File: src/rtl/sirv_qspi_arbiter_n_if.sv
// Shared-link bundle for the N-way QSPI arbiter: N inner front-end channels plus
// the single outer link to the QSPI engine. The arbiter uses the slave view.
interface sirv_qspi_arbiter_n_if #(
  parameter int N = 2
);
  logic [N-1:0]   io_inner_tx_valid;
  logic [8*N-1:0] io_inner_tx_bits;
  logic [N-1:0]   io_inner_tx_ready;
  logic [N-1:0]   io_inner_rx_valid;
  logic [8*N-1:0] io_inner_rx_bits;
  logic [8*N-1:0] io_inner_cnt;
  logic [2*N-1:0] io_inner_fmt_proto;
  logic [N-1:0]   io_inner_fmt_endian;
  logic [N-1:0]   io_inner_fmt_iodir;
  logic [N-1:0]   io_inner_cs_set;
  logic [N-1:0]   io_inner_cs_clear;
  logic [N-1:0]   io_inner_cs_hold;
  logic [N-1:0]   io_inner_lock;
  logic [N-1:0]   io_inner_active;

  logic           io_outer_tx_valid;
  logic [7:0]     io_outer_tx_bits;
  logic           io_outer_tx_ready;
  logic           io_outer_rx_valid;
  logic [7:0]     io_outer_rx_bits;
  logic [7:0]     io_outer_cnt;
  logic [1:0]     io_outer_fmt_proto;
  logic           io_outer_fmt_endian;
  logic           io_outer_fmt_iodir;
  logic           io_outer_cs_set;
  logic           io_outer_cs_clear;
  logic           io_outer_cs_hold;
  logic           io_outer_active;

  modport slave (
    input  io_inner_tx_valid, io_inner_tx_bits, io_inner_cnt, io_inner_fmt_proto,
           io_inner_fmt_endian, io_inner_fmt_iodir, io_inner_cs_set, io_inner_cs_clear,
           io_inner_cs_hold, io_inner_lock,
           io_outer_tx_ready, io_outer_rx_valid, io_outer_rx_bits, io_outer_active,
    output io_inner_tx_ready, io_inner_rx_valid, io_inner_rx_bits, io_inner_active,
           io_outer_tx_valid, io_outer_tx_bits, io_outer_cnt, io_outer_fmt_proto,
           io_outer_fmt_endian, io_outer_fmt_iodir, io_outer_cs_set, io_outer_cs_clear,
           io_outer_cs_hold
  );

  modport master (
    output io_inner_tx_valid, io_inner_tx_bits, io_inner_cnt, io_inner_fmt_proto,
           io_inner_fmt_endian, io_inner_fmt_iodir, io_inner_cs_set, io_inner_cs_clear,
           io_inner_cs_hold, io_inner_lock,
           io_outer_tx_ready, io_outer_rx_valid, io_outer_rx_bits, io_outer_active,
    input  io_inner_tx_ready, io_inner_rx_valid, io_inner_rx_bits, io_inner_active,
           io_outer_tx_valid, io_outer_tx_bits, io_outer_cnt, io_outer_fmt_proto,
           io_outer_fmt_endian, io_outer_fmt_iodir, io_outer_cs_set, io_outer_cs_clear,
           io_outer_cs_hold
  );
endinterface

File: src/rtl/sirv_qspi_arbiter_n.sv
// N-way QSPI link arbiter: software-select or round-robin ownership, with a
// CS-released drain phase on every ownership change.
module sirv_qspi_arbiter_n #(
  parameter int N    = 2,
  parameter int SELW = $clog2(N)
) (
  input  logic                   clock,
  input  logic                   rst_n,
  sirv_qspi_arbiter_n_if.slave   io,
  input  logic                   io_auto,
  input  logic [SELW-1:0]        io_sel,
  output logic [SELW-1:0]        io_owner,
  output logic                   io_switching
);

  typedef enum logic {OWN = 1'b0, DRAIN = 1'b1} state_t;

  state_t          state_q, state_d;
  logic [SELW-1:0] owner_q, owner_d;
  logic [SELW-1:0] pend_q, pend_d;
  logic [SELW-1:0] target;
  logic            target_ok;
  logic            switch_req;

  // Candidate owner: software select, or the first channel after the owner
  // (wrapping) with TX data pending, only once the owner itself has gone quiet.
  always_comb begin : p_target
    int idx;
    idx       = 0;
    target    = '0;
    target_ok = 1'b0;
    if (!io_auto) begin
      if (int'(io_sel) < N) begin
        target    = io_sel;
        target_ok = 1'b1;
      end
    end else if (!io.io_inner_tx_valid[owner_q]) begin
      for (int k = 1; k < N; k++) begin
        idx = (int'(owner_q) + k) % N;
        if (!target_ok && io.io_inner_tx_valid[idx]) begin
          target    = idx[SELW-1:0];
          target_ok = 1'b1;
        end
      end
    end
  end

  assign switch_req = (state_q == OWN) && target_ok && (target != owner_q) &&
                      !io.io_inner_lock[owner_q];

  always_comb begin
    state_d = state_q;
    owner_d = owner_q;
    pend_d  = pend_q;
    case (state_q)
      OWN: begin
        if (switch_req) begin
          pend_d  = target;
          state_d = DRAIN;
        end
      end
      DRAIN: begin
        if (!io.io_outer_active) begin
          owner_d = pend_q;
          state_d = OWN;
        end
      end
      default: state_d = OWN;
    endcase
  end

  always_ff @(posedge clock or negedge rst_n) begin
    if (!rst_n) begin
      state_q <= OWN;
      owner_q <= '0;
      pend_q  <= '0;
    end else begin
      state_q <= state_d;
      owner_q <= owner_d;
      pend_q  <= pend_d;
    end
  end

  // Outer link follows the owner; during DRAIN TX is blocked and CS forced clear,
  // while RX/active keep routing to the old owner so in-flight data lands.
  always_comb begin : p_mux
    int ow;
    ow = int'(owner_q);
    io.io_outer_tx_valid   = (state_q == OWN) && io.io_inner_tx_valid[ow];
    io.io_outer_tx_bits    = io.io_inner_tx_bits[8*ow +: 8];
    io.io_outer_cnt        = io.io_inner_cnt[8*ow +: 8];
    io.io_outer_fmt_proto  = io.io_inner_fmt_proto[2*ow +: 2];
    io.io_outer_fmt_endian = io.io_inner_fmt_endian[ow];
    io.io_outer_fmt_iodir  = io.io_inner_fmt_iodir[ow];
    io.io_outer_cs_set     = io.io_inner_cs_set[ow];
    io.io_outer_cs_hold    = io.io_inner_cs_hold[ow];
    io.io_outer_cs_clear   = (state_q == DRAIN) ? 1'b1 : io.io_inner_cs_clear[ow];

    io.io_inner_tx_ready   = '0;
    io.io_inner_rx_valid   = '0;
    io.io_inner_active     = '0;
    if (state_q == OWN) io.io_inner_tx_ready[ow] = io.io_outer_tx_ready;
    io.io_inner_rx_valid[ow] = io.io_outer_rx_valid;
    io.io_inner_active[ow]   = io.io_outer_active;
  end

  assign io.io_inner_rx_bits = {N{io.io_outer_rx_bits}};
  assign io_owner            = owner_q;
  assign io_switching        = (state_q == DRAIN);

endmodule

File: src/flat_wrapper.sv
// flat-port wrapper written by rule: the top's interface ports become plain ports
module sirv_qspi_arbiter_n_flat 
#(
  parameter int N    = 2,
  parameter int SELW = $clog2(N)
)
  (clock, rst_n, io_auto, io_sel, io_owner, io_switching, io_io_inner_tx_valid, io_io_inner_tx_bits, io_io_inner_cnt, io_io_inner_fmt_proto, io_io_inner_fmt_endian, io_io_inner_fmt_iodir, io_io_inner_cs_set, io_io_inner_cs_clear, io_io_inner_cs_hold, io_io_inner_lock, io_io_outer_tx_ready, io_io_outer_rx_valid, io_io_outer_rx_bits, io_io_outer_active, io_io_inner_tx_ready, io_io_inner_rx_valid, io_io_inner_rx_bits, io_io_inner_active, io_io_outer_tx_valid, io_io_outer_tx_bits, io_io_outer_cnt, io_io_outer_fmt_proto, io_io_outer_fmt_endian, io_io_outer_fmt_iodir, io_io_outer_cs_set, io_io_outer_cs_clear, io_io_outer_cs_hold);
  sirv_qspi_arbiter_n_if #(.N(N)) io_i ();
  input  logic clock;
  input  logic rst_n;
  input  logic io_auto;
  input  logic [SELW-1:0] io_sel;
  output logic [SELW-1:0] io_owner;
  output logic io_switching;
  input wire logic [$bits(io_i.io_inner_tx_valid)-1:0] io_io_inner_tx_valid;
  input wire logic [$bits(io_i.io_inner_tx_bits)-1:0] io_io_inner_tx_bits;
  input wire logic [$bits(io_i.io_inner_cnt)-1:0] io_io_inner_cnt;
  input wire logic [$bits(io_i.io_inner_fmt_proto)-1:0] io_io_inner_fmt_proto;
  input wire logic [$bits(io_i.io_inner_fmt_endian)-1:0] io_io_inner_fmt_endian;
  input wire logic [$bits(io_i.io_inner_fmt_iodir)-1:0] io_io_inner_fmt_iodir;
  input wire logic [$bits(io_i.io_inner_cs_set)-1:0] io_io_inner_cs_set;
  input wire logic [$bits(io_i.io_inner_cs_clear)-1:0] io_io_inner_cs_clear;
  input wire logic [$bits(io_i.io_inner_cs_hold)-1:0] io_io_inner_cs_hold;
  input wire logic [$bits(io_i.io_inner_lock)-1:0] io_io_inner_lock;
  input wire logic [$bits(io_i.io_outer_tx_ready)-1:0] io_io_outer_tx_ready;
  input wire logic [$bits(io_i.io_outer_rx_valid)-1:0] io_io_outer_rx_valid;
  input wire logic [$bits(io_i.io_outer_rx_bits)-1:0] io_io_outer_rx_bits;
  input wire logic [$bits(io_i.io_outer_active)-1:0] io_io_outer_active;
  output wire logic [$bits(io_i.io_inner_tx_ready)-1:0] io_io_inner_tx_ready;
  output wire logic [$bits(io_i.io_inner_rx_valid)-1:0] io_io_inner_rx_valid;
  output wire logic [$bits(io_i.io_inner_rx_bits)-1:0] io_io_inner_rx_bits;
  output wire logic [$bits(io_i.io_inner_active)-1:0] io_io_inner_active;
  output wire logic [$bits(io_i.io_outer_tx_valid)-1:0] io_io_outer_tx_valid;
  output wire logic [$bits(io_i.io_outer_tx_bits)-1:0] io_io_outer_tx_bits;
  output wire logic [$bits(io_i.io_outer_cnt)-1:0] io_io_outer_cnt;
  output wire logic [$bits(io_i.io_outer_fmt_proto)-1:0] io_io_outer_fmt_proto;
  output wire logic [$bits(io_i.io_outer_fmt_endian)-1:0] io_io_outer_fmt_endian;
  output wire logic [$bits(io_i.io_outer_fmt_iodir)-1:0] io_io_outer_fmt_iodir;
  output wire logic [$bits(io_i.io_outer_cs_set)-1:0] io_io_outer_cs_set;
  output wire logic [$bits(io_i.io_outer_cs_clear)-1:0] io_io_outer_cs_clear;
  output wire logic [$bits(io_i.io_outer_cs_hold)-1:0] io_io_outer_cs_hold;
  assign io_i.io_inner_tx_valid = io_io_inner_tx_valid;
  assign io_i.io_inner_tx_bits = io_io_inner_tx_bits;
  assign io_i.io_inner_cnt = io_io_inner_cnt;
  assign io_i.io_inner_fmt_proto = io_io_inner_fmt_proto;
  assign io_i.io_inner_fmt_endian = io_io_inner_fmt_endian;
  assign io_i.io_inner_fmt_iodir = io_io_inner_fmt_iodir;
  assign io_i.io_inner_cs_set = io_io_inner_cs_set;
  assign io_i.io_inner_cs_clear = io_io_inner_cs_clear;
  assign io_i.io_inner_cs_hold = io_io_inner_cs_hold;
  assign io_i.io_inner_lock = io_io_inner_lock;
  assign io_i.io_outer_tx_ready = io_io_outer_tx_ready;
  assign io_i.io_outer_rx_valid = io_io_outer_rx_valid;
  assign io_i.io_outer_rx_bits = io_io_outer_rx_bits;
  assign io_i.io_outer_active = io_io_outer_active;
  assign io_io_inner_tx_ready = io_i.io_inner_tx_ready;
  assign io_io_inner_rx_valid = io_i.io_inner_rx_valid;
  assign io_io_inner_rx_bits = io_i.io_inner_rx_bits;
  assign io_io_inner_active = io_i.io_inner_active;
  assign io_io_outer_tx_valid = io_i.io_outer_tx_valid;
  assign io_io_outer_tx_bits = io_i.io_outer_tx_bits;
  assign io_io_outer_cnt = io_i.io_outer_cnt;
  assign io_io_outer_fmt_proto = io_i.io_outer_fmt_proto;
  assign io_io_outer_fmt_endian = io_i.io_outer_fmt_endian;
  assign io_io_outer_fmt_iodir = io_i.io_outer_fmt_iodir;
  assign io_io_outer_cs_set = io_i.io_outer_cs_set;
  assign io_io_outer_cs_clear = io_i.io_outer_cs_clear;
  assign io_io_outer_cs_hold = io_i.io_outer_cs_hold;
  sirv_qspi_arbiter_n #(.N(N), .SELW(SELW)) u_core (.clock(clock), .rst_n(rst_n), .io(io_i), .io_auto(io_auto), .io_sel(io_sel), .io_owner(io_owner), .io_switching(io_switching));
endmodule
File: config.mk
export PLATFORM = sky130hd
export DESIGN_NAME = sirv_qspi_arbiter_n_flat
export DESIGN_NICKNAME = d
export VERILOG_FILES = /design/src/rtl/sirv_qspi_arbiter_n_if.sv /design/src/rtl/sirv_qspi_arbiter_n.sv /design/src/flat_wrapper.sv
export SDC_FILE = /design/constraint.sdc
export NUM_CORES = 1
export LEC_CHECK = 0
export ABC_AREA = 1
export BUFFER_PORTS_ARGS = -buffer_cell sky130_fd_sc_hd__buf_4
export CORE_MARGIN = 10
export CORE_UTILIZATION = 28
export CTS_CLUSTER_SIZE = 16
export DETAILED_ROUTE_END_ITERATION = 8
export PLACE_DENSITY = 0.8
export SLEW_MARGIN = 40
export SYNTH_ARGS = -nofsm -noshare
export SYNTH_HDL_FRONTEND = slang
export SYNTH_SLANG_ARGS = --single-unit
File: constraint.sdc
create_clock -name clock -period 1.2 [get_ports clock]
set_input_delay 0.12 -clock clock [delete_from_list [all_inputs] [get_ports clock]]
set_output_delay 0.12 -clock clock [all_outputs]
set_load 0.005 [all_outputs]
==> results.yml <==
synth:
  synth_nets: 199
  ys_top_cells_by_area: "nand2_1 (42%), buf_4 (17%), dfrtp_1 (11%), inv_1 (5.4%), buf_6 (4.8%)"
  synthMostInstantiatedCell: "nand2_1"
  ys_top_cells_by_count: "nand2_1 (79), buf_4 (16), inv_1 (10)"
  ys.flop_type: "dfrtp_1"
  synth_area_sq_um: 698
  synth.distinct_cells: 17
  synthCells: 134
  synth-async-reset-ratio_pct: 100
  synth-seq-cells: 3
  synth_edf_count: 0
  netlist.area_leader.share_pct: 42.5
  postSynthAreaPerCell_sq_um: 5.21
  synth_largest_area_cell: "nand2_1"
  seq_area_frac_synth_pct: 10.8
  yosysWarnings: 0
global_routing:
  gr-usage-met3_pct: 6.21
  grt_max_degree: 21
  overflow: 0
  grt.busiest_layer: "met2"
  grt_pass1_wl_microns: 5010
  grt_pass1_vias: 1151
  antenna_found_initial: 0
  grtUsageTotal_pct: 12.0
  gr-usage-met1_pct: 12.5
  met2_usage_pct: 20.5
timing:
  slew_violations: 0
  relSlewSlack_pct: 89.2
  fmax_ghz: 0.766
  setup_viol: 27
  hold_slack_ps: 194
  tightest_slew_ps: 161
  rsz0062_at_grt: "true"
  fin_setup_tns_ps: -1260
  finalCriticalPeriod_ps: 1310
  period_share_pct: 109
  hold_viol: 0
  skew_ps: 4.15
  setup_ws_ps: -105
floorplan:
  die_w_microns: 69.9
  coreArea_sq_um: 2430
  pin_count: 113
  dieHeight_microns: 69.9
  row_count: 18
  initial_utilization_pct: 28.7
  dieArea_sq_um: 4890
clock_network:
  clock_latency_ps: 240
  cts_tree: "built"
  cts_buffers: 3
  clk_pin_slew_worst_paths_ps: 40
  cts_max_level: 1
  cts_buffer_depth: 2
  root_buffer: "clkbuf_4"
  cts.sinks: 3
cells_and_area:
  drive_gt1_share_pct: 64.8
  num-nets-final: 279
  syn_to_final_growth_pct: 119
  antenna_cells: 0
  fillers: 225
  utilization_pct: 62.9
worst_setup_path:
  cp.depth: 3
  crit_fanout: 14
  crit_required_ps: 1080
  crit_path_end: "io_io_outer_tx_valid"
  crit-reg2reg-launch: "u_core.io_owner"
  cp_data_arrival_time_ps: 1190
  crit_family: "flip-flops"
  crit_buf_inv: 2
  crit_path_start: "u_core.io_owner"
  max_stage_delay_ps: 440
  r2r_end: "u_core.pend_q"
  crit_path_end_kind: "primary output"
  cp_cell_sequence: "buf_12, a211oi_2, buf_4"
  r2r_cells: 7
  r2r_slack_ps: 40
  critPathLaunchType: "flip-flop"
  cp_slowest_cell: "dfrtp_2"
  path_class: "reg -> out"
power:
  vdd_drop_max_mv: 1.16
  p_clk_share_pct: 6.1
  internal-power_mw: 1.66
  p_leak_nw: 0.924
  comb_power_share_pct: 86.9
  pwr-share-seq_pct: 7.0
  p_total_mw: 2.92
  p_switching_mw: 1.26
  powerDensity_nw_per_um2: 1910
  sw_frac_of_total_pct: 43.0
route:
  first_pass_iters: 4
  finalWirelength_microns: 3200
  initialDrtViolationCount: 25
  avgViaCountPerCell: 4.43
  vias: 1077
  wire_per_inst_microns: 13.2
  drtAntennaViolNets: 0
  drc_errors: 0
hold_path:
  hp-class: "in -> reg"
placement:
  post-place-ws_ps: 46.0
  dpl.hpwl_microns: 2550
  port_buffers: 88
  place.gp.congestion: 0.732
job:
  cap_violations: 0
outcome:
  status: "complete, but fails checks"
  violations: "setup timing"
## stage by stage
step,instances,cell area (sq um)
2_1_floorplan,134,698
3_3_place_gp,236,1280
3_5_place_dp,236,1280
4_1_cts,243,1390
5_1_grt,243,1530
6_report,243,1530
## area by class of cell
type                       count  area, sq um  area share, %
clock buffer                   4         26.3           1.72
inverter                      11         46.3           3.03
multi-input combinational     98          531           34.7
sequential                     3         76.3           4.99
tap                           30         37.5           2.45
timing repair buffer          97          812           53.1
## worst min-delay path, cell delays in order
cell	delay [ps]
buf_4	80
inv_1	50
o21ai_0	140
## routing by layer
layer	wire, microns	vias up
li1	-	543
met1	1210	468
met2	1600	59
met3	349	7
met4	33	0
met5	0	-
## placed cells by master (no fill, tap or decap), types with 3 or more instances in the layout
master,count
nand2_2,21
buf_6,15
nand2_4,6
inv_1,10
buf_4,79
clkbuf_4,3
nand3_1,3
nand2_1,53
nand3_2,5
## cell families after synthesis
kind of cell / Yosys count / synth area share [%]
AND/OR/NAND/NOR: 94 / 55.0
AO/OA/AOI/OAI: 4 / 3.76
flip-flops: 3 / 10.8
buffers and inverters: 33 / 30.5
## power by group through the flow
stage,sequential [mW],combinational (mW),clock [mW]
finish,0.204,2.54,0.179
CTS,0.205,2.24,0.189
global route,0.210,2.80,0.196
global placement,0.195,2.02,0
detailed placement,0.197,2.03,0
floorplan,0.190,1.01,0
## worst min path at each step
stage / startpoint / to / slack, ps / cells past startpoint
floorplan: rst_n / u_core.io_owner / -180 / 0
global placement: rst_n / u_core.pend_q / -90 / 1
detailed placement: rst_n / u_core.io_switching / -90 / 1
CTS: io_io_inner_lock[1] / u_core.pend_q / 190 / 4
global route: io_io_inner_lock[1] / u_core.pend_q / 210 / 4
finish: io_io_outer_active / u_core.io_switching / 190 / 3
## what timing repair did
action,4_1_cts,5_1_grt
hold buffers,1,0
gates resized for setup,14,42
buffers inserted,2,0
pin swaps,3,9
setup endpoints to repair,28,32
endpoints found under the hold margin,3,0
## sequential cells by signal, summed over array words and instances, names as in the netlist
register,cells
u_core.io_owner,1
u_core.io_switching,1
u_core.pend_q,1
Note: power is estimated with default switching activity, not from simulation.
